--- src/rtl/cpu_sequencer.sv ---
// Multi-cycle fetch/execute sequencer: owns IP and IR, fetches over a
// req/ack ROM handshake, strobes execute, counts retirements, halts/faults.
module cpu_sequencer #(
    parameter int ADDR_W    = 16,
    parameter int INSTR_W   = 32,
    parameter int ROM_DEPTH = 256,
    parameter int CNT_W     = 32
) (
    input  logic               clk,
    input  logic               rst,
    input  logic               run,
    output logic               rom_req,
    output logic [ADDR_W-1:0]  rom_addr,
    input  logic               rom_ack,
    input  logic [INSTR_W-1:0] rom_data,
    output logic [INSTR_W-1:0] instr,
    output logic               exec_en,
    input  logic               ip_incr,
    input  logic               jmp,
    input  logic [ADDR_W-1:0]  jaddr,
    output logic [ADDR_W-1:0]  ip,
    input  logic [CNT_W-1:0]   retire_limit,
    output logic [CNT_W-1:0]   retired,
    output logic               halted,
    output logic               fault,
    output logic [ADDR_W-1:0]  fault_ip
);

    typedef enum logic [1:0] {
        IDLE,
        FETCH,
        EXEC,
        HALT
    } state_t;

    // One extra bit so ROM_DEPTH == 2**ADDR_W is representable.
    localparam logic [ADDR_W:0] DEPTH = (ADDR_W + 1)'(ROM_DEPTH);

    state_t             state, state_nxt;
    logic [ADDR_W-1:0]  ip_nxt;
    logic [ADDR_W-1:0]  target;
    logic [INSTR_W-1:0] instr_nxt;
    logic [CNT_W-1:0]   retired_nxt;
    logic [CNT_W-1:0]   ret_inc;
    logic               fault_nxt;
    logic [ADDR_W-1:0]  fault_ip_nxt;

    function automatic logic out_of_range(input logic [ADDR_W-1:0] a);
        return {1'b0, a} >= DEPTH;
    endfunction

    assign rom_req  = (state == FETCH);
    assign exec_en  = (state == EXEC);
    assign halted   = (state == HALT);
    assign rom_addr = ip;

    assign ret_inc = retired + CNT_W'(1);

    always_comb begin
        target = ip;
        if (jmp)
            target = jaddr;
        else if (ip_incr)
            target = ip + ADDR_W'(1);
    end

    always_comb begin
        state_nxt    = state;
        ip_nxt       = ip;
        instr_nxt    = instr;
        retired_nxt  = retired;
        fault_nxt    = fault;
        fault_ip_nxt = fault_ip;
        unique case (state)
            IDLE: begin
                if (run) begin
                    if (out_of_range(ip)) begin
                        state_nxt    = HALT;
                        fault_nxt    = 1'b1;
                        fault_ip_nxt = ip;
                    end else begin
                        state_nxt = FETCH;
                    end
                end
            end
            FETCH: begin
                if (rom_ack) begin
                    instr_nxt = rom_data;
                    state_nxt = EXEC;
                end
            end
            EXEC: begin
                ip_nxt      = target;
                retired_nxt = (&retired) ? retired : ret_inc;
                if (retire_limit != '0 && ret_inc == retire_limit) begin
                    state_nxt = HALT;
                end else if (out_of_range(target)) begin
                    state_nxt    = HALT;
                    fault_nxt    = 1'b1;
                    fault_ip_nxt = target;
                end else if (run) begin
                    state_nxt = FETCH;
                end else begin
                    state_nxt = IDLE;
                end
            end
            HALT: begin
                state_nxt = HALT;
            end
        endcase
    end

    always_ff @(posedge clk) begin
        if (rst) begin
            state    <= IDLE;
            ip       <= '0;
            instr    <= '0;
            retired  <= '0;
            fault    <= 1'b0;
            fault_ip <= '0;
        end else begin
            state    <= state_nxt;
            ip       <= ip_nxt;
            instr    <= instr_nxt;
            retired  <= retired_nxt;
            fault    <= fault_nxt;
            fault_ip <= fault_ip_nxt;
        end
    end

endmodule
--- config.mk ---
export PLATFORM = sky130hd
export DESIGN_NAME = cpu_sequencer
export DESIGN_NICKNAME = d
export VERILOG_FILES = /design/src/rtl/cpu_sequencer.sv
export SDC_FILE = /design/constraint.sdc
export NUM_CORES = 1
export LEC_CHECK = 0
export CAP_MARGIN = 20
export CORE_ASPECT_RATIO = 0.75
export CORE_MARGIN = 10
export CORE_UTILIZATION = 36
export CTS_CLUSTER_SIZE = 12
export DETAILED_ROUTE_END_ITERATION = 10
export PLACE_DENSITY_LB_ADDON = 0.2
export SKIP_CTS_REPAIR_TIMING = 1
export SYNTH_ARGS = -nofsm -noshare
export SYNTH_HDL_FRONTEND = slang
export SYNTH_SLANG_ARGS = --single-unit
--- constraint.sdc ---
create_clock -name clk -period 3.57 [get_ports clk]
set_clock_uncertainty 0.05 [all_clocks]
set_input_delay 0.357 -clock clk [delete_from_list [all_inputs] [get_ports clk]]
set_output_delay 0.357 -clock clk [all_outputs]
set_load 0.005 [all_outputs]
==> metrics.md <==
| Metric | Value |
|---|---|
| Pre-CTS setup slack | `0.0343 ns` |
| Dominant cell type by area after synthesis | `dfxtp_1` |
| Seq cells post-synth | `99` |
| Relative slew slack | `38.1%` |
| XOR/XNOR share of the synthesized area | `10.5%` |
| Synth top cells by count | `nand2_1, dfxtp_1, a21oi_1` |
| Max-capacitance violation count | `0` |
| Mapped Area | `0.00575 mm^2` |
| Synth top area share | `34.4%` |
| Hold WC Path Type | `reg -> reg` |
| # fillers | `1,473` |
| Routed len/inst | `17.7 um` |
| Die X | `166 um` |
| Mux contribution to synthesized area | `2.89%` |
| Synth Area in Simple Gates | `29.0%` |
| Top FF cell, synth | `dfxtp_1` |
| Max Root-Sink Buffers | `2` |
| Layout cells sized above 1 | `10.8%` |
| Leakage power | `2.95 nW` |
| Total GRT Usage | `17.9%` |
| Cell family with most CP delay | `simple AND/OR/NAND/NOR gates` |
| Die area | `0.0215 mm^2` |
| Syn nets | `828` |
| Post-synth EDFFs | `0` |
| Max-slew violation count | `0` |
| Compound-Gate Fraction of Synth Area | `15.1%` |
| ANT nets after route | `0` |
| Crit path buf inv count | `2` |
| Syn Area/Cell | `7.79 um^2` |
| CTS H-tree depth | `3` |
| FMAX | `291 MHz` |
| Diodes inserted | `0` |
| Row count | `39` |
| Core area | `0.0155 mm^2` |
| Detailed placement HPWL | `15.9 mm` |
| Critical path depth | `11` |
| Yosys warns | `0` |
| Register area share after synthesis | `34.4%` |
| Status | `completed` |
| Worst-path fanout max | `7` |
| Final WS setup | `0.135 ns` |
| Kind of critical path | `reg -> reg` |
| First-pass DRT Iterations | `5` |
| WL final | `20.4 mm` |
| Detailed router's first-iteration violation count | `413` |
| Remaining DRCs | `0` |
| Worst setup EP type | `flop` |
| CP arrival | `3.62 ns` |
| Pwr per Cell Area | `338 mW/mm^2` |
| Gr ovfl total | `0` |
| Global-route wire length before repair | `31.7 mm` |
| Die span in y | `129 um` |
| Most used cell, CP | `buf_4` |
| Setup violators final | `0` |
| Top-count cell post-synth | `nand2_1` |
| Nets | `1,029` |
| Ys async rst share | `0%` |
| Initial antenna violation count | `0` |
| Peak supply drop | `0.245 mV` |
| IO Pins | `202` |
| Clock tree from TritonCTS | `done` |
| Port Buffers | `201` |
| Hold Path Depth | `2` |
| Post-Syn Instances | `739` |
| Largest family of logic cells by synthesized area | `simple AND/OR/NAND/NOR gates` |
| Adder-Cell Fraction of Synth Area | `0.652%` |
| Clock Latency Late Sink | `0.35 ns` |
| Sum Neg Setup Slack | `0 ns` |
| Final worst-path cycle share | `96.2%` |
| Crit path time final | `3.43 ns` |
| Initial cell density of the core | `37.2%` |
| CP required | `3.76 ns` |
| RSZ-0062 raised after global routing | `false` |
| Reg2Reg Depth | `11` |
| Startpoint types | `flop` |
| Yosys cell types | `59` |
| Largest net degree at the start of global routing | `65` |
| Final Hold Violating Endpoints | `0` |
| Delay of the slowest critical-path stage | `0.67 ns` |
| Worst Max-Slew Pin Slew | `0.924 ns` |
| Root buf cell | `clkbuf_16` |
| Clk sinks | `99` |
| Num CTS Buffers | `9` |
| CP max-delay cell | `or4b_2` |
| Area grow syn2layout | `46.4%` |
| GPL Wtd Cong | `0.937` |
| Via count | `6,041` |
| Largest cells by area after synthesis | `dfxtp_1, xnor2_1, nand2_1` |
| Worst-path clk slew | `0.07 ns` |
| Critical path, cell by cell | `nand4_2 > buf_4 > or2_2 > or4b_2 > a22oi_1 > nand4_1 > nor4_4 > a21oi_2 > nor2b_2 > buf_4 > mux2_1` |
| Routed vias/inst | `5.25` |
| Number of global-route vias before repair | `5,833` |
-- report_power, final --
group	internal [W]	leakage (nW)	switching (W)
clock	0.000505	0.142	0.000462
sequential	0.00117	0.805	0.0000497
combinational	0.000358	2.00	0.000303
-- routing by layer --
layer	part of all wire, %	global-route usage (%)
met1	44	22.4
met2	47	29.6
met3	8.8	6.34
met4	0.62	3.12
met5	0	0
-- layout make-up --
cell class,count,area (um^2),area share (%)
multi-input cells,554,3360,39.9
clock inverters,6,58.8,0.698
well taps,205,256,3.04
inverters,15,56.3,0.668
clock buffers,10,239,2.84
flip-flops and latches,99,1990,23.6
repair buffers,261,2460,29.2
-- state kept, by name, summed over array words and instances, names as in the netlist --
signal and count:
ip 16, fault_ip 16, fault 1, retired 32, state 2, instr 32
-- stage by stage --
| step | power [W] | std cells | hold WS, ns | util (%) | cell area, um^2 |
|---|---|---|---|---|---|
| detailed placement | 0.00190 | 1134 | 0.397 | 52.4 | 8100 |
| global route | 0.00299 | 1150 | 0.424 | 54.5 | 8420 |
| global placement | 0.00190 | 1134 | 0.392 | 52.4 | 8100 |
| finish | 0.00285 | 1150 | 0.403 | 54.5 | 8420 |
| CTS | 0.00288 | 1150 | 0.407 | 54.3 | 8400 |
| floorplan | 0.00155 | 739 | 0.392 | - | 5750 |
-- layout by cell type, fill, tap and decap left out, drive strengths merged, types with 3 or more instances in the layout --
| cell type | synthesis | routed |
|---|---|---|
| and4 | 7 | 7 |
| nand2b | 3 | 3 |
| o22ai | 4 | 4 |
| clkdlybuf4s50 | 0 | 200 |
| nor2 | 55 | 55 |
| a21oi | 74 | 74 |
| o21ai | 27 | 27 |
| clkbuf | 39 | 10 |
| or4 | 4 | 4 |
| nand3 | 20 | 20 |
| inv | 15 | 17 |
| mux2 | 13 | 13 |
| a221oi | 5 | 5 |
| a2111oi | 3 | 3 |
| a211oi | 5 | 5 |
| or2 | 5 | 5 |
| clkinv | 0 | 3 |
| nand2 | 101 | 101 |
| o21bai | 4 | 4 |
| nand4 | 30 | 30 |
| or3 | 18 | 18 |
| ha | 3 | 3 |
| xor2 | 25 | 25 |
| buf | 32 | 61 |
| dfxtp | 99 | 99 |
| o21a | 3 | 3 |
| nor4 | 26 | 26 |
| and3 | 5 | 5 |
| and2 | 5 | 5 |
| nor2b | 18 | 18 |
| nor3 | 19 | 19 |
| xnor2 | 44 | 44 |
-- path summary, 6_finish.rpt --
check,start,end,slack [ns]
max,retired[3]$_SDFFE_PP0P_,fault_ip[15]$_SDFFE_PP0P_,0.14
max reg2reg,retired[3]$_SDFFE_PP0P_,fault_ip[15]$_SDFFE_PP0P_,0.14
min reg2reg,instr[18]$_SDFFE_PP0P_,instr[18]$_SDFFE_PP0P_,0.40
min,instr[18]$_SDFFE_PP0P_,instr[18]$_SDFFE_PP0P_,0.40
-- cell families (layout without fill, tap and decap cells) --
family / Yosys count / in the layout
AND/OR/NAND/NOR: 322 / 322
AO/OA/AOI/OAI: 145 / 145
flip-flops: 99 / 99
buffers and inverters: 86 / 292
XOR/XNOR: 69 / 69
multiplexers: 15 / 15
adder cells (fa/ha/maj): 3 / 3
-- tightest hold or removal path, delay by kind of cell (launching register included) --
family | cells | cell delay [ns]
compound gates | 1 | 0.05
simple gates | 1 | 0.05
flops | 1 | 0.31
Power figures use the tool's default switching activity.
